## src/rtl/gpu_rand_pkg.sv

```systemverilog
// Shared constants and the single-shift helper for the GPU pseudo-random sources.
// Each mask has its top bit set, and each seed is nonzero so the register can never lock up at zero.
package gpu_rand_pkg;

    localparam int MAX_LFSR_W = 64;

    localparam logic [7:0]  GPU_RAND_MASK8  = 8'hB8;
    localparam logic [15:0] GPU_RAND_MASK16 = 16'hD008;
    localparam logic [31:0] GPU_RAND_MASK32 = 32'h8020_0003;
    localparam logic [47:0] GPU_RAND_MASK48 = 48'hC000_0030_0000;

    localparam logic [7:0]  GPU_RAND_SEED8  = 8'h5A;
    localparam logic [15:0] GPU_RAND_SEED16 = 16'hACE1;
    localparam logic [31:0] GPU_RAND_SEED32 = 32'h1234_5678;
    localparam logic [47:0] GPU_RAND_SEED48 = 48'h1234_5678_9ABC;

    // Bits above the caller's width are zero in the mask, so they never reach the feedback.
    // The caller keeps only the low bits of the result.
    function automatic logic [MAX_LFSR_W-1:0] lfsr_step(
        input logic [MAX_LFSR_W-1:0] state,
        input logic [MAX_LFSR_W-1:0] mask
    );
        logic fb;
        fb = ^(state & mask);
        return {state[MAX_LFSR_W-2:0], fb};
    endfunction

endpackage

```

## src/rtl/lfsr_unroll.sv

```systemverilog
// Combinational Fibonacci LFSR advance.
// Returns the state reached after STEP single-bit shifts.
module lfsr_unroll
    import gpu_rand_pkg::*;
#(
    parameter int                LFSR_W   = 48,
    parameter int                STEP     = 12,
    parameter logic [LFSR_W-1:0] TAP_MASK = LFSR_W'(GPU_RAND_MASK48)
) (
    input  logic [LFSR_W-1:0] state_i,
    output logic [LFSR_W-1:0] state_o
);

    logic [LFSR_W-1:0] chain [0:STEP];

    assign chain[0] = state_i;

    for (genvar gi = 0; gi < STEP; gi++) begin : g_shift
        assign chain[gi+1] = LFSR_W'(lfsr_step(MAX_LFSR_W'(chain[gi]), MAX_LFSR_W'(TAP_MASK)));
    end

    assign state_o = chain[STEP];

endmodule

```

## src/rtl/lfsr_rand_gen.sv

```systemverilog
// Pseudo-random word source built on an LFSR, delivered over a valid/ready handshake.
// A reseed with a zero seed_in falls back to SEED so the register can never sit at zero.
module lfsr_rand_gen
    import gpu_rand_pkg::*;
#(
    parameter int                LFSR_W   = 48,
    parameter int                OUT_W    = 12,
    parameter int                STEP     = 12,
    parameter logic [LFSR_W-1:0] TAP_MASK = LFSR_W'(GPU_RAND_MASK48),
    parameter logic [LFSR_W-1:0] SEED     = LFSR_W'(GPU_RAND_SEED48)
) (
    input  logic              clk,
    input  logic              reset,
    input  logic              enable,
    input  logic              seed_load,
    input  logic [LFSR_W-1:0] seed_in,
    input  logic              out_ready,
    output logic              out_valid,
    output logic [OUT_W-1:0]  rand_num,
    output logic              seed_fixed
);

    localparam int CNT_W = $clog2(OUT_W) + 1;

    logic [LFSR_W-1:0] state_q, state_d;
    logic [LFSR_W-1:0] stepped;
    logic [CNT_W-1:0]  fresh_q, fresh_d;
    logic [CNT_W:0]    cnt_sum;
    logic [OUT_W-1:0]  rand_q, rand_d;
    logic              valid_q, valid_d;
    logic              fixed_q, fixed_d;
    logic              stall;
    logic              accept;

    lfsr_unroll #(
        .LFSR_W  (LFSR_W),
        .STEP    (STEP),
        .TAP_MASK(TAP_MASK)
    ) u_unroll (
        .state_i(state_q),
        .state_o(stepped)
    );

    assign stall   = valid_q & ~out_ready;
    assign accept  = valid_q & out_ready;
    assign cnt_sum = {1'b0, fresh_q} + (CNT_W+1)'(STEP);

    always_comb begin
        state_d = state_q;
        fresh_d = fresh_q;
        rand_d  = rand_q;
        valid_d = valid_q;
        fixed_d = 1'b0;
        if (seed_load) begin
            // A reload discards the partial word and any pending output, but keeps rand_num.
            state_d = (seed_in == '0) ? SEED : seed_in;
            fresh_d = '0;
            valid_d = 1'b0;
            fixed_d = (seed_in == '0);
        end else begin
            if (accept) begin
                valid_d = 1'b0;
            end
            if (enable && !stall) begin
                state_d = stepped;
                if (cnt_sum >= (CNT_W+1)'(OUT_W)) begin
                    rand_d  = stepped[OUT_W-1:0];
                    valid_d = 1'b1;
                    fresh_d = '0;
                end else begin
                    fresh_d = cnt_sum[CNT_W-1:0];
                end
            end
        end
    end

    always_ff @(posedge clk or posedge reset) begin
        if (reset) begin
            state_q <= SEED;
            fresh_q <= '0;
            rand_q  <= '0;
            valid_q <= 1'b0;
            fixed_q <= 1'b0;
        end else begin
            state_q <= state_d;
            fresh_q <= fresh_d;
            rand_q  <= rand_d;
            valid_q <= valid_d;
            fixed_q <= fixed_d;
        end
    end

    assign out_valid  = valid_q;
    assign rand_num   = rand_q;
    assign seed_fixed = fixed_q;

endmodule

```

## config.mk

```make
export PLATFORM = sky130hd
export DESIGN_NAME = lfsr_rand_gen
export DESIGN_NICKNAME = d
export VERILOG_FILES = /design/src/rtl/gpu_rand_pkg.sv /design/src/rtl/lfsr_unroll.sv /design/src/rtl/lfsr_rand_gen.sv
export SDC_FILE = /design/constraint.sdc
export NUM_CORES = 1
export LEC_CHECK = 0
export ABC_CLOCK_PERIOD_IN_PS = 3500
export CAP_MARGIN = 0
export CORE_MARGIN = 1
export CORE_UTILIZATION = 30
export CTS_BUF_LIST = sky130_fd_sc_hd__clkbuf_4
export CTS_CLUSTER_DIAMETER = 120
export DETAILED_ROUTE_END_ITERATION = 10
export GPL_ROUTABILITY_DRIVEN = 0
export PLACE_DENSITY_LB_ADDON = 0.3
export SETUP_SLACK_MARGIN = 0.02
export SLEW_MARGIN = 15
export SYNTH_ARGS = -nofsm -noshare
export SYNTH_HDL_FRONTEND = slang
export SYNTH_SLANG_ARGS = --single-unit
```

## constraint.sdc

```tcl
create_clock -name clk -period 3.5 [get_ports clk]
set_input_delay 0.7 -clock clk [delete_from_list [all_inputs] [get_ports clk]]
set_output_delay 0.7 -clock clk [all_outputs]
set_load 0.1 [all_outputs]
```

# Yosys cells after proc, flatten, opt, wreduce, memory -nomap -nowiden
# Index checks and enable logic that the tools add are counted.
[op_classes] bitwise=4 reduce_logical=17 add_sub_neg=1 magnitude_cmp=1 mux=11
[ops] operator="parity 64 bit" count=12
[ops] operator="2-to-1 mux 48 bit" count=3
[ops] operator="zero test 48 bit" count=1
[ops] operator="2-to-1 mux 5 bit" count=3
[ops] operator="adder 5 x 4 -> 6 bit, second input constant" count=1
[ops] operator="greater-or-equal comparator 6 x 4 -> 1 bit, second input constant" count=1
[ops] operator="2-to-1 mux 1 bit" count=5
[ops] operator="AND reduction 3 bit" count=1
[ops] operator="AND 1 bit" count=2
[ops] operator="inverter 1 bit" count=2
[ops] operator="nonzero test 2 bit" count=1
[ops] operator="logical AND 1 bit" count=1
[ops] operator="zero test 1 bit" count=1
[totals] elab_cells=39 out_inout_bits=14 inputBits=53 regBits=67

# Logic depth before layout (Yosys ltp)
# Gate-level depths: netlist of the first run.
[logic_depth] word_depth=6 ltp_mapped=6 mapped_depth_nobuf=6

# By module
# From an unflattened synthesis of the first run, not the netlist that was laid out.
[hier_totals] cells_unflattened=315 area_unflattened_um2=3379.5
[by_module_without_submodules] mod="lfsr_rand_gen" area_per_inst_um2=2890.3 seq_area_each_um2=1654.1 n_inst=1 cells_each=254
[by_module_without_submodules] mod="lfsr_unroll" area_per_inst_um2=489.2 seq_area_each_um2=0.0 n_inst=1 cells_each=61

# Least setup slack after synthesis of the first run
# Ideal clock, no wire load.
[synth_path] kind="reg2reg" from="register valid_q (netlist: out_valid)" to="register rand_q[0] (netlist: rand_num[0])" arrival_time_ps=1904 period_less_slack_ps=2029 setup_slack_ps=1471 stages_incl_launch_ff=6 required_time_ps=3375 setup_time_ps=125 n_path_buf=1 path_cell_list="dfrtp_1 -> nand2b_1 -> nand2_1 -> nor3_1 -> buf_2 -> mux2_2"
[synth_between] elab_chain_len=4
[synth_lines] element="from (decl)" line_no="lfsr_rand_gen.sv:30" text="logic valid_q, valid_d;"
[synth_lines] element="from (signal assigned)" line_no="lfsr_rand_gen.sv:88" text="valid_q <= valid_d;"
[synth_lines] element="AND 1 bit" line_no="lfsr_rand_gen.sv:44" text="assign stall = valid_q & ~out_ready;"
[synth_lines] element="zero test 1 bit" line_no="lfsr_rand_gen.sv:64" text="if (enable && !stall) begin"
[synth_lines] element="logical AND 1 bit" line_no="lfsr_rand_gen.sv:64"
[synth_lines] element="AND reduction 3 bit (no source line)"
[synth_lines] element="to (signal assigned)" line_no="lfsr_rand_gen.sv:87" text="rand_q <= rand_d;"
[synth_lines] element="to (decl)" line_no="lfsr_rand_gen.sv:29" text="logic [OUT_W-1:0] rand_q, rand_d;"
# No other way between the ends.
# A chain may end at the register's enable or synchronous reset.

# Worst setup path in the final report of the first run
[layout_path] from="register rand_q[4] (netlist: rand_num[4])" to="output rand_num[4]"
[layout_rtl] element="to (decl)" line_no="lfsr_rand_gen.sv:19" text="output logic [OUT_W-1:0] rand_num,"
# No word-level cell between the ends.

==> flow_summary.json, run 1 <==
{
  "drc": 0,
  "period_share_pct": 75.3,
  "endpoint_kind": "primary output",
  "io_buffers": 66,
  "final_hold_viol_count": 0,
  "grt_max_degree": 101,
  "peakVddDrop_v": 0.000558,
  "ys_types": 35,
  "yosysWarnings": 0,
  "cts_buffer_depth": 2,
  "worstSkewPairLatency_ns": 0.42,
  "postSynthAreaPerCell_um2": 10.3,
  "cp.buffers_inverters": 1,
  "antenna_cells": 0,
  "finalCriticalPeriod_ns": 2.64,
  "cts_setup_buffers": 0,
  "clock_sinks": 65,
  "setup_tns_ns": 0,
  "stdcell_count": 533,
  "drt_iter0_drc": 147,
  "synth-edff-count": 0,
  "fmax_mhz": 379,
  "dieWidth_um": 108,
  "overflow": 0,
  "grt_pass1_vias": 2779,
  "p_per_area_nw_per_um2": 664,
  "die_area_um2": 11600,
  "synth.net_count": 382,
  "place_inst": 517,
  "synth_top_area_cell": "dfrtp_1",
  "finalClockSkew_ns": 0.0144,
  "drive_above_1_share_pct": 16.3,
  "boundaryPins": 67,
  "chipHeight_um": 108,
  "worstMarginPinSlew_ns": 0.979,
  "first_pass_iters": 4,
  "path_delay_family": "buffers and inverters",
  "cp_cell_sequence": "clkdlybuf4s50_1",
  "grt_first_pass_wirelength_um": 14500,
  "syn-cell-area_um2": 3360,
  "synth_top_area_share_pct": 32.0,
  "cpPeakStageDelay_ns": 1.14,
  "antenna_found_initial": 0,
  "path_class": "register to primary output",
  "min_path_type": "register to register",
  "rsz0062_at_grt": "no",
  "wire_per_inst_um": 16.9,
  "grtUsageTotal_pct": 16.8,
  "area_delta_synth_final_pct": 29.5,
  "crit_required_ns": 2.80,
  "cts.clk_slew.worst_paths_ns": 0.12,
  "finalSetupViolCount": 0,
  "max_cap_violations": 0,
  "start_kind": "register",
  "start_util_pct": 30.9,
  "ant_nets": 0,
  "viasPerCell": 5.01,
  "status": "complete, no violations",
  "p_total_mw": 2.89,
  "htreeDepth": 3,
  "ctsResizeCount": 0,
  "timing.critical_path.slowest_stage_cell": "clkdlybuf4s50_1",
  "vias": 2669,
  "post-route-util_pct": 40.0,
  "slew_headroom_pct": 34.5,
  "ys_seq_area_share_pct": 49.2,
  "fin_nets": 442,
  "crit_arrival_ns": 1.94,
  "synth_area_leaders": "dfrtp_1, dfstp_2, mux2i_1",
  "synth_ff_type": "dfrtp_1",
  "cts_tree": "built",
  "core_area_um2": 10900,
  "async_flop_share_pct": 100,
  "p_leak_nw": 1.79,
  "cts_buffers": 9,
  "cp_max_fo": 2,
  "dp_hpwl_um": 6540,
  "finalMaxSlewViolations": 0,
  "synth_seq_cells": 65,
  "syn_inst": 328,
  "holdWs_ns": 0.518,
  "root_buffer": "clkbuf_4",
  "postCtsHoldBufs": 0,
  "row_count": 38,
  "drt_wl_total_um": 9000
}
[power by group]
group	internal (mW)	switching (mW)
combinational	0.356	0.807
clock	0.433	0.291
sequential	0.915	0.0908
total	1.70	1.19
[synth_stat cells (3+ instances only)]
cell,number
dfrtp_1,43
nand2_1,35
mux2i_1,25
o21ai_0,25
dfstp_2,22
a211oi_1,16
and3_1,16
clkbuf_1,16
nor2_1,16
o21ai_1,15
nor2b_1,14
xnor2_1,14
mux2_2,12
xor2_1,11
nor4_1,8
buf_2,5
o311ai_1,5
inv_1,4
nor4_2,3
[path summary, 6_finish.rpt]
check	start	endpoint	slack (ns)	cells after the start
setup / recovery	rand_num[4]	rand_num[4]	0.86	1
setup reg to reg	out_valid	state_q[8]	1.76	5
max in group asynchronous	reset	state_q[28]	2.08	3
min in group asynchronous	reset	rand_num[0]	0.71	2
hold / removal	rand_num[11]	rand_num[11]	0.52	1
hold reg to reg	rand_num[11]	rand_num[11]	0.52	1
[kinds of logic (layout without fill, tap and decap cells)]
group	Yosys count	after routing	synth area share [%]
simple gates	106	106	16.7
fa+ha+maj	1	1	0.372
flops	65	65	49.2
compound gates	66	66	11.9
buf+inv	28	93	3.87
xor+xnor	25	25	6.51
mux	37	37	11.5
[per-layer routing]
metal | GRT usage [%] | part of all wire, % | up-vias
met2 | 26.1 | 46 | 78
li1 | - | - | 1280
met3 | 3.51 | 3.9 | 12
met4 | 7.24 | 2.0 | 0
met5 | 0 | 0 | -
met1 | 22.5 | 48 | 1299
[flip-flops by register name, indices dropped and copies added, names as in the netlist]
name and count:
state_q 48, rand_num 12, out_valid 1, fresh_q 3
seed_fixed 1
[stage by stage]
step | setup WS [ns] | instance area, um2
after floorplan | 1.21 | 3360
after global placement | 0.749 | 4140
after detailed placement | 0.711 | 4140
after CTS | 0.837 | 4350
after global routing | 0.794 | 4350
final | 0.864 | 4350
[cell type report]
type | count | area [um2]
Fill cell | 1136 | 6530
Inverter | 4 | 15.0
Multi-Input combinational cell | 235 | 1580
Sequential cell | 65 | 1650
Tap cell | 140 | 175
Clock inverter | 7 | 143
Clock buffer | 9 | 67.6
Timing Repair Buffer | 73 | 721
[placed cells by master (no fill, tap or decap), types with 11 or more instances in the layout]
master / count
dfrtp_1: 43
nor2b_1: 14
o21ai_1: 15
dfstp_2: 22
a211oi_1: 16
nor2_1: 16
o21ai_0: 25
xor2_1: 11
mux2i_1: 25
and3_1: 16
nand2_1: 35
xnor2_1: 14
mux2_2: 12
clkdlybuf4s50_1: 65
Note: power is estimated with default switching activity, not from simulation.
==> inputs of run 2 (changes only) <==
--- a/config.mk
+++ b/config.mk
@@ -5,7 +5,7 @@
 export SDC_FILE = /design/constraint.sdc
 export NUM_CORES = 1
 export LEC_CHECK = 0
-export ABC_CLOCK_PERIOD_IN_PS = 3500
+export ABC_CLOCK_PERIOD_IN_PS = 2500
 export CAP_MARGIN = 0
 export CORE_MARGIN = 1
 export CORE_UTILIZATION = 30
==> constraint.sdc (replaced) <==
create_clock -name clk -period 2.5 [get_ports clk]
set_input_delay 0.5 -clock clk [delete_from_list [all_inputs] [get_ports clk]]
set_output_delay 0.5 -clock clk [all_outputs]
set_load 0.1 [all_outputs]
==> run 2 against run 1 <==
Against the previous run: global-route usage about the same; power up 33%; register-to-register slack worse by 0.96 ns; wire length up 1.7%; die area unchanged; first-iteration DRC count up 12%; largest power group unchanged; critical path type is now input pin to register; clock skew up 0.0047 ns; count of clock-buffer cells in the layout unchanged; sequential share of layout area up 0.35 points; setup slack worse by 0.48 ns.
==> flow_summary.json, run 2 (synthesis results as in run 1) <==
{
  "peakVddDrop_v": 0.000712,
  "hold_depth": 3,
  "final_hold_viol_count": 0,
  "path_delay_family": "simple AND/OR/NAND/NOR gates",
  "cp_max_fo": 23,
  "fin_nets": 446,
  "cts_tree": "built",
  "root_buffer": "clkbuf_4",
  "chipHeight_um": 108,
  "mostFrequentLayoutCell": "clkdlybuf4s50_1",
  "layout_common_cells": "clkdlybuf4s50_1, dfrtp_1, nand2_1",
  "overflow": 0,
  "fmax_mhz": 473,
  "worstMarginPinSlew_ns": 0.444,
  "crit_required_ns": 2.80,
  "min_path_type": "input pin to register",
  "max_cap_violations": 0,
  "grtUsageTotal_pct": 16.8,
  "stdcell_count": 537,
  "viasPerCell": 5.03,
  "cts_buffer_depth": 2,
  "hp-start": "seed_load",
  "p_total_mw": 3.83,
  "dp_hpwl_um": 6500,
  "rsz0062_at_grt": "no",
  "first_pass_iters": 4,
  "crit_arrival_ns": 2.42,
  "timing.critical_path.slowest_stage_cell": "or4_4",
  "cts_setup_buffers": 0,
  "row_count": 38,
  "largest_reg_flops": 48,
  "antenna_cells": 0,
  "cp.buffers_inverters": 1,
  "cts.clk_slew.worst_paths_ns": 0.12,
  "start_util_pct": 30.9,
  "dieWidth_um": 108,
  "htreeDepth": 3,
  "grt_first_pass_wirelength_um": 14500,
  "drt_wl_total_um": 9160,
  "area_delta_synth_final_pct": 28.3,
  "grt_max_degree": 66,
  "hold_path_end": "state_q[46]",
  "r2r_slack_ns": 0.80,
  "endpoint_kind": "register",
  "grt_pass1_vias": 2634,
  "clock_sinks": 65,
  "path_class": "input pin to register",
  "drc": 0,
  "postCtsHoldBufs": 0,
  "ctsResizeCount": 0,
  "slew_headroom_pct": 70.0,
  "wire_per_inst_um": 17.0,
  "r2r-start": "fresh_q[2]",
  "place_inst": 521,
  "p_per_area_nw_per_um2": 889,
  "status": "complete, no violations",
  "p_leak_nw": 1.81,
  "ant_nets": 0,
  "period_share_pct": 84.6,
  "finalCriticalPeriod_ns": 2.12,
  "rr_endpoint": "rand_num[6]",
  "drt_iter0_drc": 164,
  "cp_cell_sequence": "clkdlybuf4s50_1 -> nor4_2 -> nand4_1 -> or4_4 -> o311ai_0",
  "start_kind": "input pin",
  "finalClockSkew_ns": 0.0192,
  "antenna_found_initial": 0,
  "cts_buffers": 9,
  "worstSkewPairLatency_ns": 0.42,
  "vias": 2699,
  "io_buffers": 66,
  "finalSetupViolCount": 0,
  "cpPeakStageDelay_ns": 0.73,
  "boundaryPins": 67,
  "drive_above_1_share_pct": 20.7,
  "finalMaxSlewViolations": 0,
  "core_area_um2": 10900,
  "largest_register": "state_q",
  "rr_worst_depth": 6,
  "filler_cell_count": 1071,
  "die_area_um2": 11600
}
==> run 2: changes by cell type in the layout (fill, tap and decap cells not counted), sizes merged <==
cell and delta:
clkinvlp -2, clkinv +4, bufinv -2, clkdlybuf4s50 -14, buf +18
==> run 2: worst register-to-register path, delay by kind of cell (launching register included) <==
family	cells	cell delay, ns
simple gates	2	0.49
buf+inv	2	0.25
flops	1	0.39
mux	1	0.29
fa+ha+maj	1	0.19
==> run 2: area by class of cell <==
type | instances | area, um2 | share of cell area [%]
Sequential cell | 65 | 1650 | 38.3
Multi-Input combinational cell | 235 | 1580 | 36.6
Timing Repair Buffer | 77 | 728 | 16.9
Tap cell | 140 | 175 | 4.06
Clock inverter | 7 | 95.1 | 2.20
Clock buffer | 9 | 67.6 | 1.57
Inverter | 4 | 15.0 | 0.348
==> run 2: how the worst max path moves through the flow <==
stage	slack [ns]	end	from	cells past startpoint
3_3_place_gp	-0.05	state_q[9]	seed_in[45]	5
3_5_place_dp	-0.05	state_q[11]	seed_in[13]	5
2_1_floorplan	0.41	fresh_q[2]	reset	1
5_1_grt	0.34	state_q[11]	seed_in[13]	5
6_report	0.38	state_q[11]	seed_in[13]	5
4_1_cts	0.39	state_q[11]	seed_in[13]	5
==> run 2: layer usage <==
layer | GRT usage (%) | vias to the layer above | routed length [um]
li1 | - | 1287 | -
met1 | 23.8 | 1327 | 4330
met2 | 25.0 | 78 | 4210
met3 | 4.60 | 7 | 538
met4 | 4.11 | 0 | 74
met5 | 0 | - | 0
==> run 2: report_power, final <==
group	total, mW	switching (mW)	internal (mW)	leakage (nW)
sequential	1.41	0.128	1.28	0.755
clock	0.818	0.413	0.405	0.0859
combinational	1.61	1.14	0.468	0.971
total	3.83	1.68	2.15	1.81
==> run 2: through the flow <==
stage	hold slack, ns	TNS (ns)	worst slack [ns]	instance area (um2)	utilization, %
2_1_floorplan	0.504	0	0.410	3360	-
3_3_place_gp	0.497	-0.224	-0.0513	4150	38.1
3_5_place_dp	0.499	-0.124	-0.0518	4150	38.1
4_1_cts	0.427	0	0.389	4310	39.6
5_1_grt	0.426	0	0.342	4310	39.6
6_report	0.443	0	0.385	4310	39.6
==> inputs of run 3 (changes only) <==
--- a/config.mk
+++ b/config.mk
@@ -5,7 +5,7 @@
 export SDC_FILE = /design/constraint.sdc
 export NUM_CORES = 1
 export LEC_CHECK = 0
-export ABC_CLOCK_PERIOD_IN_PS = 2500
+export ABC_CLOCK_PERIOD_IN_PS = 2000
 export CAP_MARGIN = 0
 export CORE_MARGIN = 1
 export CORE_UTILIZATION = 30
==> constraint.sdc (replaced) <==
create_clock -name clk -period 2 [get_ports clk]
set_input_delay 0.4 -clock clk [delete_from_list [all_inputs] [get_ports clk]]
set_output_delay 0.4 -clock clk [all_outputs]
set_load 0.1 [all_outputs]
==> run 3 against run 2 <==
Against the previous run: count of clock-buffer cells in the layout grew 3; sequential share of layout area shrank 2.2 points; non-clock buffer count grew 36; wire length grew 0.88%; worst hold slack lost 0.038 ns; cell area grew 6.2%; sequential power grew 26%; critical endpoint is now state_q[9]; highest routed layer unchanged.
==> flow_summary.json, run 3 (synthesis results as in run 1) <==
{
  "status": "complete, no violations",
  "fin_nets": 482,
  "dp_hpwl_um": 6810,
  "antenna_found_initial": 0,
  "worstSkewPairLatency_ns": 0.41,
  "filler_cell_count": 1052,
  "drt_iter0_drc": 167,
  "final_hold_viol_count": 0,
  "first_pass_iters": 4,
  "overflow": 0,
  "p_total_mw": 4.58,
  "multi_input_area_um2": 1600,
  "htreeDepth": 3,
  "cts_buffer_depth": 2,
  "ant_nets": 0,
  "rsz0062_at_grt": "no",
  "finalClockSkew_ns": 0.0139,
  "largest_register": "state_q",
  "antenna_cells": 0,
  "postCtsHoldBufs": 0,
  "path_class": "input pin to register",
  "row_count": 38,
  "grtUsageTotal_pct": 17.1,
  "cp_max_fo": 23,
  "dieWidth_um": 108,
  "grt_max_degree": 66,
  "endpoint_kind": "register",
  "grt_first_pass_wirelength_um": 15000,
  "fmax_mhz": 528,
  "drt_wl_total_um": 9240,
  "core_area_um2": 10900,
  "seqCellArea_um2": 1650,
  "root_buffer": "clkbuf_4",
  "crit_arrival_ns": 2.21,
  "finalCriticalPeriod_ns": 1.89,
  "p_leak_nw": 1.97,
  "finalMaxSlewViolations": 0,
  "io_buffers": 66,
  "worstMarginPinSlew_ns": 0.538,
  "pre_cts_ws_ns": -0.439,
  "mostFrequentLayoutCell": "buf_4",
  "cts.clk_slew.worst_paths_ns": 0.11,
  "post-route-util_pct": 42.1,
  "peakVddDrop_v": 0.000953,
  "layout_setup_ws_ns": 0.106,
  "stdcell_count": 573,
  "start_util_pct": 30.9,
  "p_per_area_nw_per_um2": 1000,
  "finalSetupViolCount": 0,
  "layout_common_cells": "buf_4, clkdlybuf4s50_1, dfrtp_1",
  "drive_above_1_share_pct": 27.7,
  "clock_sinks": 65,
  "start_kind": "input pin",
  "viasPerCell": 4.94,
  "die_area_um2": 11600,
  "period_share_pct": 94.7,
  "boundaryPins": 67,
  "crit_required_ns": 2.31,
  "wire_per_inst_um": 16.1,
  "vias": 2830,
  "cts_tree": "built",
  "place_inst": 557,
  "cts_buffers": 9,
  "max_cap_violations": 0,
  "min_path_type": "input pin to asynchronous set/reset pin",
  "r2r_slack_ns": 0.31,
  "slew_headroom_pct": 64.1,
  "drc": 0,
  "area_delta_synth_final_pct": 36.2,
  "setup_tns_ns": 0,
  "grt_pass1_vias": 2858,
  "largest_reg_flops": 48,
  "chipHeight_um": 108
}
-- run 3: cell types whose count changed in the layout (fill, tap and decap cells not counted), sizes merged --
cell,previous run,this run
clkinvlp,1,2
clkinv,4,3
clkbuf,9,12
inv,4,3
bufinv,2,0
buf,26,62
-- run 3: stage by stage --
| stage | hold slack [ns] | cell area (um2) |
|---|---|---|
| 5_1_grt | 0.426 | 4580 |
| 3_5_place_dp | 0.498 | 4450 |
| 4_1_cts | 0.415 | 4570 |
| 3_3_place_gp | 0.492 | 4450 |
| 2_1_floorplan | 0.504 | 3370 |
| 6_report | 0.405 | 4580 |
-- run 3: layer usage --
layer	vias to the layer above	routed length (um)	share of wire, %	track usage (%)
li1	1366	-	-	-
met1	1373	4370	47	23.1
met2	75	4300	47	26.6
met3	16	373	4.0	3.81
met4	0	191	2.1	6.65
met5	-	0	0	0
-- run 3: critical path: stages --
cell and delay (ns):
clkdlybuf4s50_1 0.44, nor4_2 0.39, nand4_1 0.16, or4_4 0.67, o311ai_0 0.15
-- run 3: power by group --
part	switching [mW]	internal, mW
sequential	0.166	1.60
combinational	1.43	0.637
clock	0.458	0.290
-- run 3: layout make-up --
class	instances	share of cell area (%)
Clock buffer	12	1.97
Sequential cell	65	36.1
Multi-Input combinational cell	235	34.9
Inverter	4	0.410
Tap cell	140	3.82
Timing Repair Buffer	113	22.3
Clock inverter	4	0.464
-- run 3: what timing repair did --
action | CTS | global route
cloned | 0 | 0
pin swaps | 0 | 1
resized for setup | 1 | 3
buffers inserted | 0 | 0
setup endpoints to repair | 4 | 11
-- run 3: final timing paths --
path / endpoint / cells after the start / from
max: state_q[9] / 5 / seed_in[45]
max in group asynchronous: state_q[37] / 3 / reset
min: fresh_q[4] / 3 / reset
min in group clk: state_q[46] / 4 / seed_load
max reg2reg: rand_num[8] / 6 / fresh_q[2]
min reg2reg: rand_num[5] / 1 / rand_num[5]
